<file path="src/rtl/l2_block_buffer.sv">
// l2_block_buffer
//   Transaction buffer between the L2 cache controller memory port and the
//   internal memory controller. L2 issues single-word or whole-block read and
//   write commands. Write data is staged in a write FIFO. The buffer issues one
//   command at a time to memory and collects read beats in a read FIFO, which L2
//   drains through first-word fall-through.
//
// Ports
//   clock_i, reset_i            : clock and asynchronous active-high reset
//   req_i, req_block_i, rw_i,   : command strobe, block/word, write/read and
//   add_i, ready_req_o          :   word address, plus command-accept ready
//   write_i, wdata_i,           : push into the write FIFO, plus not-full flag
//   ready_write_o
//   read_i, rdata_o,            : pop from the read FIFO, head data and
//   ready_read_o                :   not-empty flag
//   mem_req_o, mem_rw_o,        : one word beat per cycle towards memory
//   mem_add_o, mem_wdata_o,
//   mem_ready_i
//   mem_rvalid_i, mem_rdata_i   : read beats returned by memory
//
// Optional feature (macro L2_BLOCK_BUFFER_PERF_EN)
//   Adds the perf_sel_i / perf_o ports and three saturating 32-bit counters:
//   accepted block reads, accepted block writes and memory stall cycles.
//   perf_sel_i = 3 returns 0. The default build omits all of it.

module l2_block_buffer #(
  parameter int BW_ADDR  = 24,
  parameter int BW_BLOCK = 2
) (
  input  logic               clock_i,
  input  logic               reset_i,
  input  logic               req_i,
  input  logic               req_block_i,
  input  logic               rw_i,
  input  logic [BW_ADDR-1:0] add_i,
  output logic               ready_req_o,
  input  logic               write_i,
  input  logic [31:0]        wdata_i,
  output logic               ready_write_o,
  input  logic               read_i,
  output logic [31:0]        rdata_o,
  output logic               ready_read_o,
  output logic               mem_req_o,
  output logic               mem_rw_o,
  output logic [BW_ADDR-1:0] mem_add_o,
  input  logic               mem_ready_i,
  output logic [31:0]        mem_wdata_o,
  input  logic               mem_rvalid_i,
  input  logic [31:0]        mem_rdata_i
`ifdef L2_BLOCK_BUFFER_PERF_EN
  ,
  input  logic [1:0]         perf_sel_i,
  output logic [31:0]        perf_o
`endif
);

  localparam int DEPTH = 2 ** BW_BLOCK;

  typedef enum logic [1:0] {
    S_IDLE,
    S_WR,
    S_RD,
    S_DRAIN
  } state_t;

  state_t state;

  // Command register. cmd_last is the index of the final beat (N-1), so a
  // block command holds all ones and a single-word command holds zero.
  logic               cmd_rw;
  logic [BW_ADDR-1:0] cmd_base;
  logic [BW_BLOCK-1:0] cmd_last;
  // beat counts requested/accepted beats and needs one extra bit so that a read
  // can tell "all N beats requested" apart from "beat N-1 pending".
  logic [BW_BLOCK:0]   beat;
  logic [BW_BLOCK-1:0] rcv_cnt;

  // FIFO storage with one extra pointer bit for full/empty disambiguation.
  logic [31:0]       wmem [DEPTH];
  logic [BW_BLOCK:0] w_wptr, w_rptr;
  logic [31:0]       rmem [DEPTH];
  logic [BW_BLOCK:0] r_wptr, r_rptr;

  logic w_empty, w_full, r_empty, r_full;
  logic accept, beat_done;
  logic w_push, w_pop, r_push, r_pop;

  // Flags, handshakes and outputs are all decoded from registered state, so
  // none of the ready outputs can see req_i, write_i or read_i combinationally.
  always_comb begin
    w_empty = (w_wptr == w_rptr);
    w_full  = (w_wptr[BW_BLOCK] != w_rptr[BW_BLOCK]) &&
              (w_wptr[BW_BLOCK-1:0] == w_rptr[BW_BLOCK-1:0]);
    r_empty = (r_wptr == r_rptr);
    r_full  = (r_wptr[BW_BLOCK] != r_rptr[BW_BLOCK]) &&
              (r_wptr[BW_BLOCK-1:0] == r_rptr[BW_BLOCK-1:0]);

    ready_req_o   = (state == S_IDLE) && r_empty;
    ready_write_o = !w_full;
    ready_read_o  = !r_empty;
    rdata_o       = rmem[r_rptr[BW_BLOCK-1:0]];
    mem_wdata_o   = wmem[w_rptr[BW_BLOCK-1:0]];

    mem_req_o = ((state == S_WR) && !w_empty) ||
                ((state == S_RD) && (beat <= {1'b0, cmd_last}));
    mem_rw_o  = cmd_rw;
    mem_add_o = cmd_base + BW_ADDR'(beat);

    accept    = req_i && ready_req_o;
    beat_done = mem_req_o && mem_ready_i;
    w_push    = write_i && !w_full;
    w_pop     = (state == S_WR) && beat_done;
    r_push    = (state == S_RD) && mem_rvalid_i && !r_full;
    r_pop     = read_i && !r_empty;
  end

  // Write FIFO: L2 may push in any state; the WR state pops one word per
  // accepted memory beat. Push and pop in the same cycle both take effect.
  always_ff @(posedge clock_i or posedge reset_i) begin
    if (reset_i) begin
      w_wptr <= '0;
      w_rptr <= '0;
      for (int i = 0; i < DEPTH; i++) wmem[i] <= '0;
    end else begin
      if (w_push) begin
        wmem[w_wptr[BW_BLOCK-1:0]] <= wdata_i;
        w_wptr <= w_wptr + 1'b1;
      end
      if (w_pop) w_rptr <= w_rptr + 1'b1;
    end
  end

  // Read FIFO: filled by memory read beats while in RD, drained by L2. The
  // storage is cleared on reset so that rdata_o reads 0 right after reset.
  always_ff @(posedge clock_i or posedge reset_i) begin
    if (reset_i) begin
      r_wptr <= '0;
      r_rptr <= '0;
      for (int i = 0; i < DEPTH; i++) rmem[i] <= '0;
    end else begin
      if (r_push) begin
        rmem[r_wptr[BW_BLOCK-1:0]] <= mem_rdata_i;
        r_wptr <= r_wptr + 1'b1;
      end
      if (r_pop) r_rptr <= r_rptr + 1'b1;
    end
  end

  // Command sequencer. Reads track requested beats (beat) and returned beats
  // (rcv_cnt) separately because memory may return data several cycles after
  // accepting the request. DRAIN holds off new commands until L2 has emptied
  // the read FIFO.
  always_ff @(posedge clock_i or posedge reset_i) begin
    if (reset_i) begin
      state    <= S_IDLE;
      cmd_rw   <= 1'b0;
      cmd_base <= '0;
      cmd_last <= '0;
      beat     <= '0;
      rcv_cnt  <= '0;
    end else begin
      case (state)
        S_IDLE: begin
          if (accept) begin
            cmd_rw   <= rw_i;
            cmd_last <= req_block_i ? '1 : '0;
            cmd_base <= req_block_i ? {add_i[BW_ADDR-1:BW_BLOCK], {BW_BLOCK{1'b0}}}
                                    : add_i;
            beat     <= '0;
            rcv_cnt  <= '0;
            state    <= rw_i ? S_WR : S_RD;
          end
        end
        S_WR: begin
          if (beat_done) begin
            beat <= beat + 1'b1;
            if (beat == {1'b0, cmd_last}) state <= S_IDLE;
          end
        end
        S_RD: begin
          if (beat_done) beat <= beat + 1'b1;
          if (r_push) begin
            rcv_cnt <= rcv_cnt + 1'b1;
            if (rcv_cnt == cmd_last) state <= S_DRAIN;
          end
        end
        S_DRAIN: begin
          if (r_empty) state <= S_IDLE;
        end
        default: state <= S_IDLE;
      endcase
    end
  end

`ifdef L2_BLOCK_BUFFER_PERF_EN
  logic [31:0] perf_rd_blocks;
  logic [31:0] perf_wr_blocks;
  logic [31:0] perf_stall_cycles;

  // Saturating event counters. Blocks are counted when the command is accepted.
  always_ff @(posedge clock_i or posedge reset_i) begin
    if (reset_i) begin
      perf_rd_blocks    <= '0;
      perf_wr_blocks    <= '0;
      perf_stall_cycles <= '0;
    end else begin
      if (accept && req_block_i && !rw_i && (perf_rd_blocks != '1))
        perf_rd_blocks <= perf_rd_blocks + 1'b1;
      if (accept && req_block_i && rw_i && (perf_wr_blocks != '1))
        perf_wr_blocks <= perf_wr_blocks + 1'b1;
      if (mem_req_o && !mem_ready_i && (perf_stall_cycles != '1))
        perf_stall_cycles <= perf_stall_cycles + 1'b1;
    end
  end

  // Counter readback selection.
  always_comb begin
    perf_o = '0;
    case (perf_sel_i)
      2'd0:    perf_o = perf_rd_blocks;
      2'd1:    perf_o = perf_wr_blocks;
      2'd2:    perf_o = perf_stall_cycles;
      default: perf_o = '0;
    endcase
  end
`endif

endmodule

</file>
<file path="config.mk">
export PLATFORM = sky130hd
export DESIGN_NAME = l2_block_buffer
export DESIGN_NICKNAME = d
export VERILOG_FILES = /design/src/rtl/l2_block_buffer.sv
export SDC_FILE = /design/constraint.sdc
export NUM_CORES = 1
export LEC_CHECK = 0
export CAP_MARGIN = 20
export CORE_MARGIN = 4
export CORE_UTILIZATION = 50
export DETAILED_ROUTE_END_ITERATION = 8
export PLACE_DENSITY = 0.74
export REMOVE_ABC_BUFFERS = 1
export SLEW_MARGIN = 20
export SYNTH_ARGS = -nofsm -noshare
export SYNTH_HDL_FRONTEND = slang
export SYNTH_SLANG_ARGS = --single-unit
</file>
<file path="constraint.sdc">
create_clock -name clock_i -period 20.5 [get_ports clock_i]
set_clock_uncertainty 0.05 [all_clocks]
set_input_delay 2.05 -clock clock_i [delete_from_list [all_inputs] [get_ports clock_i]]
set_output_delay 2.05 -clock clock_i [all_outputs]
set_load 0.01 [all_outputs]
</file>
== Word-level counts from Yosys, hierarchy flattened ==
Cells that the tools add are included.
Widths: inputs -> output; s select.

* Add/sub/neg operators: 7
* $lt $le $gt $ge: 7
* Eq/ne operators: 18
* Mux-type cells: 28
* Bitwise gates (word level): 4
* Reductions and logical operators: 27

{| class="wikitable"
|+ Operators by type and width
! cell !! number
|-
| $bwmux 128 || 2
|-
| $mux 32 || 6
|-
| $bmux 32 s2 || 2
|-
| $demux 32 s2 || 2
|-
| $add 24x3->24 || 1
|-
| $mux 2 || 11
|-
| $add 3x1->3 const B || 5
|-
| $logic_and 1x1->1 || 14
|-
| $ge 3x3->1 const B || 4
|-
| $not 2->3 || 4
|-
| $ne 2x2->1 const B || 4
|-
| $pmux 2 s4 || 1
|-
| $eq 2x2->1 || 3
|-
| $eq 3x3->1 || 2
|-
| $lt 3x1->1 const B || 2
|-
| $mux 3 || 2
|-
| $ne 2x1->1 const B || 3
|-
| $pmux 3 s2 || 1
|-
| $reduce_and 3->1 || 2
|-
| $reduce_and 6->1 || 1
|-
| $eq 2x2->1 const B || 2
|-
| $logic_not 1->1 || 4
|-
| $pmux 2 s2 || 1
|-
| $reduce_bool 2->1 || 2
|-
| 9 further kinds || 10
|}

* Bits in registers: 302
* Input port bits: 97
* Output and inout port bits: 93
* Logic and storage cells: 109

== Depth between registers and ports, before layout ==
* Depth in word-level cells: 7
* Depth in mapped cells: 9
* Depth with buffers taken out: 7

== Worst setup path after synthesis ==
Ideal clock, no wire load.

* Path type: reg2out
* Start point: register beat[0]
* End point: output mem_add_o[16]
* Arrival: 1.773 ns
* Required time: 18.400 ns
* Setup slack: 16.627 ns
* Cell stages (with the launch flop): 8
* Buffers on the path: 0
* Cell sequence: dfrtp_1 -> ha_1 -> fa_1 -> a21o_1 -> nand2_1 -> or3_1 -> nor2_1 -> xor2_1

* Longest elaborated chain between the ends: 1

{| class="wikitable"
|+ Ends and longest elaborated chain
! element !! line !! source
|-
| start: declaration || 75 || <nowiki>logic [BW_BLOCK:0] beat;</nowiki>
|-
| start signal: assignment || 176 || <nowiki>beat <= beat + 1'b1;</nowiki>
|-
| start signal: assignment || 181 || <nowiki>if (beat_done) beat <= beat + 1'b1;</nowiki>
|-
| $add 24x3->24 || 107 || <nowiki>mem_add_o = cmd_base + BW_ADDR'(beat);</nowiki>
|-
| end: declaration || 45 || <nowiki>output logic [BW_ADDR-1:0] mem_add_o,</nowiki>
|}

Every way passes these cells.

== Final worst setup path ==
Ends and elaborated chain as after synthesis.

==> impl.org <==
** Status
- The flow ran to the end, and the final reports show no timing, DRC or antenna violations.

** GRT
- Largest net degree at the start of global routing :: 168
- The number of global-route vias before repair is 8674.
- Overflow after GRT :: 0
- In the global route stage, overall resource usage came out at 0.191.
- The number of antenna violations at the first check in global routing is 1.
- Wire length of the first global-routing pass :: 47100 um

** Flow run
- Max cap viols :: 0

** Power
- Share of total power in sequential cells :: 0.352
- Portion of total power attributed to the clock network :: 0.205
- The analysis attributes to cell leakage a power of 0.00729 uW.
- Dividing total power by cell area gives a power density of 175 nW/um^2.
- Of the total power, combinational logic draws 0.443.
- Internal power comes to 2070 uW.
- Of the total power, the share spent switching nets is 0.308.
- Net switching component of the power :: 919 uW
- Tot Pwr :: 2980 uW
- Peak supply drop :: 0.0945 mV

** Placement
- Placed standard-cell area :: 15900 sq um
- The count of buffers added on input and output ports is 189.
- Detailed placement finished with a half-perimeter wire length of 17600 um.
- At the end of routability-driven placement, the weighted congestion stood at 0.783.
- Worst setup timing slack at the placement stage :: 15.69 ns

** Cells and area
- Post-synthesis to final-layout area growth :: 23.9%
- After the last flow step, the layout net total stands at 1197.
- Summing all multi-input logic gate instances after layout gives 5910 sq um.
- Footprint of the flip-flops and latches :: 7530 sq um
- The repair_antennas step left the layout with diodes totalling 0.
- For this run, the share of the core covered by cells in the final layout is 0.632.
- After routing the design area is 17100 sq um.
- Of the cells placed in the final design, the portion with a size suffix greater than 1 is 0.381.
- Filler cell count :: 2033

** STA
- Setup repair after global routing missed its margin :: no
- Relative max-transition margin :: 0.304
- Transition time at the pin with the least slew margin :: 1.04 ns
- Summed over all failing endpoints, the final setup total negative slack is 0 ns.
- The hold violation total from the final report is 0.
- Number of pins exceeding their max-slew limit in the final report :: 0
- Final setup violation count :: 0
- In the finished design, the share of the clock period the worst path needs comes to 0.245.
- Minimum clock period after layout :: 5.02 ns
- Timing would allow up to 199 MHz.
- Setup WS post-layout :: 15.48 ns

** Yosys
- Cell taking the most area after synthesis :: dfrtp_1
- After synthesis, the netlist uses 46 different library cells.
- Yosys top cell area share :: 0.546
- Number of synthesized register bits :: 301
- Sorting the synthesized cells by area gives the leading types as dfrtp_1 55%, mux2_2 23%, mux4_2 10%.
- Yosys warning count :: 0
- The average instance in the mapped netlist occupies 15.5 sq um.
- Sequential-to-total area share from yosys stat :: 0.546
- Counting every instance in the synthesized netlist gives 887.
- After synthesis the cells add up to 13800 sq um.

** Setup path
- Required time of the critical path :: 18.40 ns
- Highest fanout seen on the critical path :: 6
- The setup path with the least slack is of type reg2out.
- For the worst setup path, the data arrival time is 2.92 ns.
- The worst setup path is launched from a register.
- The worst setup path is captured at an output pin.

** Drt
- 1st-iter DRT viols :: 480
- After detailed routing, the average wire length per cell comes to 19.7 um.
- Number of detailed-routing iterations run before antenna repair :: 4
- Across all layers, the routed design uses 7999 vias.
- After detailed routing, the number of remaining DRC violations is 0.
- The count of nets left with antenna violations once routing finished came out at 0.
- In the routed layout, each cell is associated on average with a via count of 5.54.
- For this block, the routed nets add up to 28400 um of wire.

** Clock network
- The number of hold buffers added after CTS was 0.
- Clock latency on the worst-skew pair, taken at its later pin, is 0.50 ns.
- Num CTS Buffers :: 34
- CTS H-Tree Depth :: 2
- The root buffer cell chosen for the clock tree is clkbuf_16.
- Cells resized by post-CTS repair :: 0
- Number of buffers added for setup after CTS :: 0
- TritonCTS clock tree :: built
- Buffer depth of the longest clock path :: 3
- Clock net sink count :: 301
- Clock-pin slew was measured on the worst setup and hold paths at 0.06 ns.

** Floorplan
- The initialized floorplan defines 60 standard-cell rows.
- In this run the count of I/O pins placed on the die edge is 190.
- In this run the standard cell core region covers 27000 sq um.
- Initial Util :: 0.510
- The die covers 30300 sq um.
- Die span in x :: 174 um
- Chip height :: 174 um

** Worst hold path
- Path category of the worst min-delay check :: reg2reg
==> per-layer routing <==
metal  vias up  global-route usage  share of wire
met3        36              0.0398          0.045
met2       152               0.322           0.50
met5         -                   0        0.00039
li1       3655                   -              -
met4         2              0.0389          0.014
met1      4154               0.260           0.44
==> final timing paths <==
| path | startpoint | end | slack [ns] | cells past startpoint |
|---|---|---|---|---|
| worst min-delay path | r_rptr[2] | r_rptr[2] | 0.44 | 1 |
| worst max-delay path | beat[0] | mem_add_o[16] | 15.48 | 8 |
| worst max register to register | r_rptr[0] | rmem[28] | 17.11 | 5 |
| worst min register to register | r_rptr[2] | r_rptr[2] | 0.44 | 1 |
| max in group asynchronous | reset_i | cmd_base[16] | 16.92 | 3 |
| min in group asynchronous | reset_i | r_rptr[2] | 2.09 | 2 |
==> power by group through the flow <==
| stage | clock [uW] | sequential (uW) | combinational [uW] |
|---|---|---|---|
| floorplan | 0 | 1050 | 807 |
| global placement | 0 | 1040 | 1320 |
| detailed placement | 0 | 1060 | 1340 |
| CTS | 628 | 1050 | 1350 |
| global route | 654 | 1080 | 1430 |
| finish | 612 | 1050 | 1320 |
==> synth_stat cells, drive strengths merged <==
cell and n:
or3 3, nand2 33, buf 38, nor2b 2, xnor2 23, dfrtp 301
mux2 282, o21ai 9, nor4 2, mux4 64, a222oi 1, a21oi 2
a31oi 2, clkbuf 7, a21o 3, nand3 19, nand2b 3, inv 18
a32oi 1, o211ai 4, mux2i 4, o41ai 1, a211oi 1, nand4 4
xor2 16, a22o 1, fa 1, and3 1, and4 1, nor2 9
o221ai 1, o31ai 1, nor3b 1, nor3 4, and2 2, a41oi 1
ha 21
==> layout by cell type, fill, tap and decap left out, types with 2 or more instances in the layout <==
cell / n
dfrtp_1: 299
mux2_2: 281
clkdlybuf4s50_1: 189
mux4_2: 64
clkbuf_16: 35
nand2_1: 31
xnor2_1: 23
ha_1: 21
nand3_1: 17
inv_1: 16
xor2_1: 15
clkbuf_8: 10
buf_4: 10
o21ai_0: 9
nor2_1: 9
clkbuf_1: 8
mux2i_1: 4
nand4_1: 4
o211ai_1: 4
a21o_1: 3
nand2b_1: 3
nor3_1: 3
nand3_2: 2
and2_1: 2
or3_1: 2
a31oi_1: 2
nand2_2: 2
a21oi_1: 2
nor4_1: 2
nor2b_1: 2
inv_6: 2
clkinv_2: 2
bufinv_16: 2
dfrtp_2: 2
==> cell type report <==
type	instances	area share
inverter	18	0.00440
sequential	301	0.441
clock buffer	53	0.0611
tap	341	0.0250
timing repair buffer	200	0.116
clock inverter	7	0.00557
multi-input combinational	523	0.346
==> logic make-up (layout without fill, tap and decap cells) <==
family | count (synthesis) | count (layout) | share of synthesized area
mux | 350 | 350 | 0.338
buf+inv | 63 | 278 | 0.0248
flops | 301 | 301 | 0.546
compound gates | 28 | 28 | 0.0143
simple gates | 84 | 84 | 0.0309
xor+xnor | 39 | 39 | 0.0253
fa+ha+maj | 22 | 22 | 0.0205
==> metrics by stage <==
step | std cells | hold slack (ns)
floorplan | 842 | 0.406
global placement | 1383 | 0.421
detailed placement | 1383 | 0.428
CTS | 1443 | 0.449
global route | 1443 | 0.461
finish | 1443 | 0.442
==> critical path, stage by stage (launching register included) <==
cell	delay, ns
dfrtp_1	0.40
ha_1	0.22
fa_1	0.21
a21o_1	0.17
nand2_1	0.16
or3_1	0.41
nor2_1	0.14
xor2_1	0.16
clkdlybuf4s50_1	0.55
==> state kept, by name, indices dropped and copies added, names as in the netlist, 3 cells and up <==
register	flops
beat	3
cmd_base	24
r_rptr	3
r_wptr	3
rmem	128
w_rptr	3
w_wptr	3
wmem	128
Power figures use the tool's default switching activity.
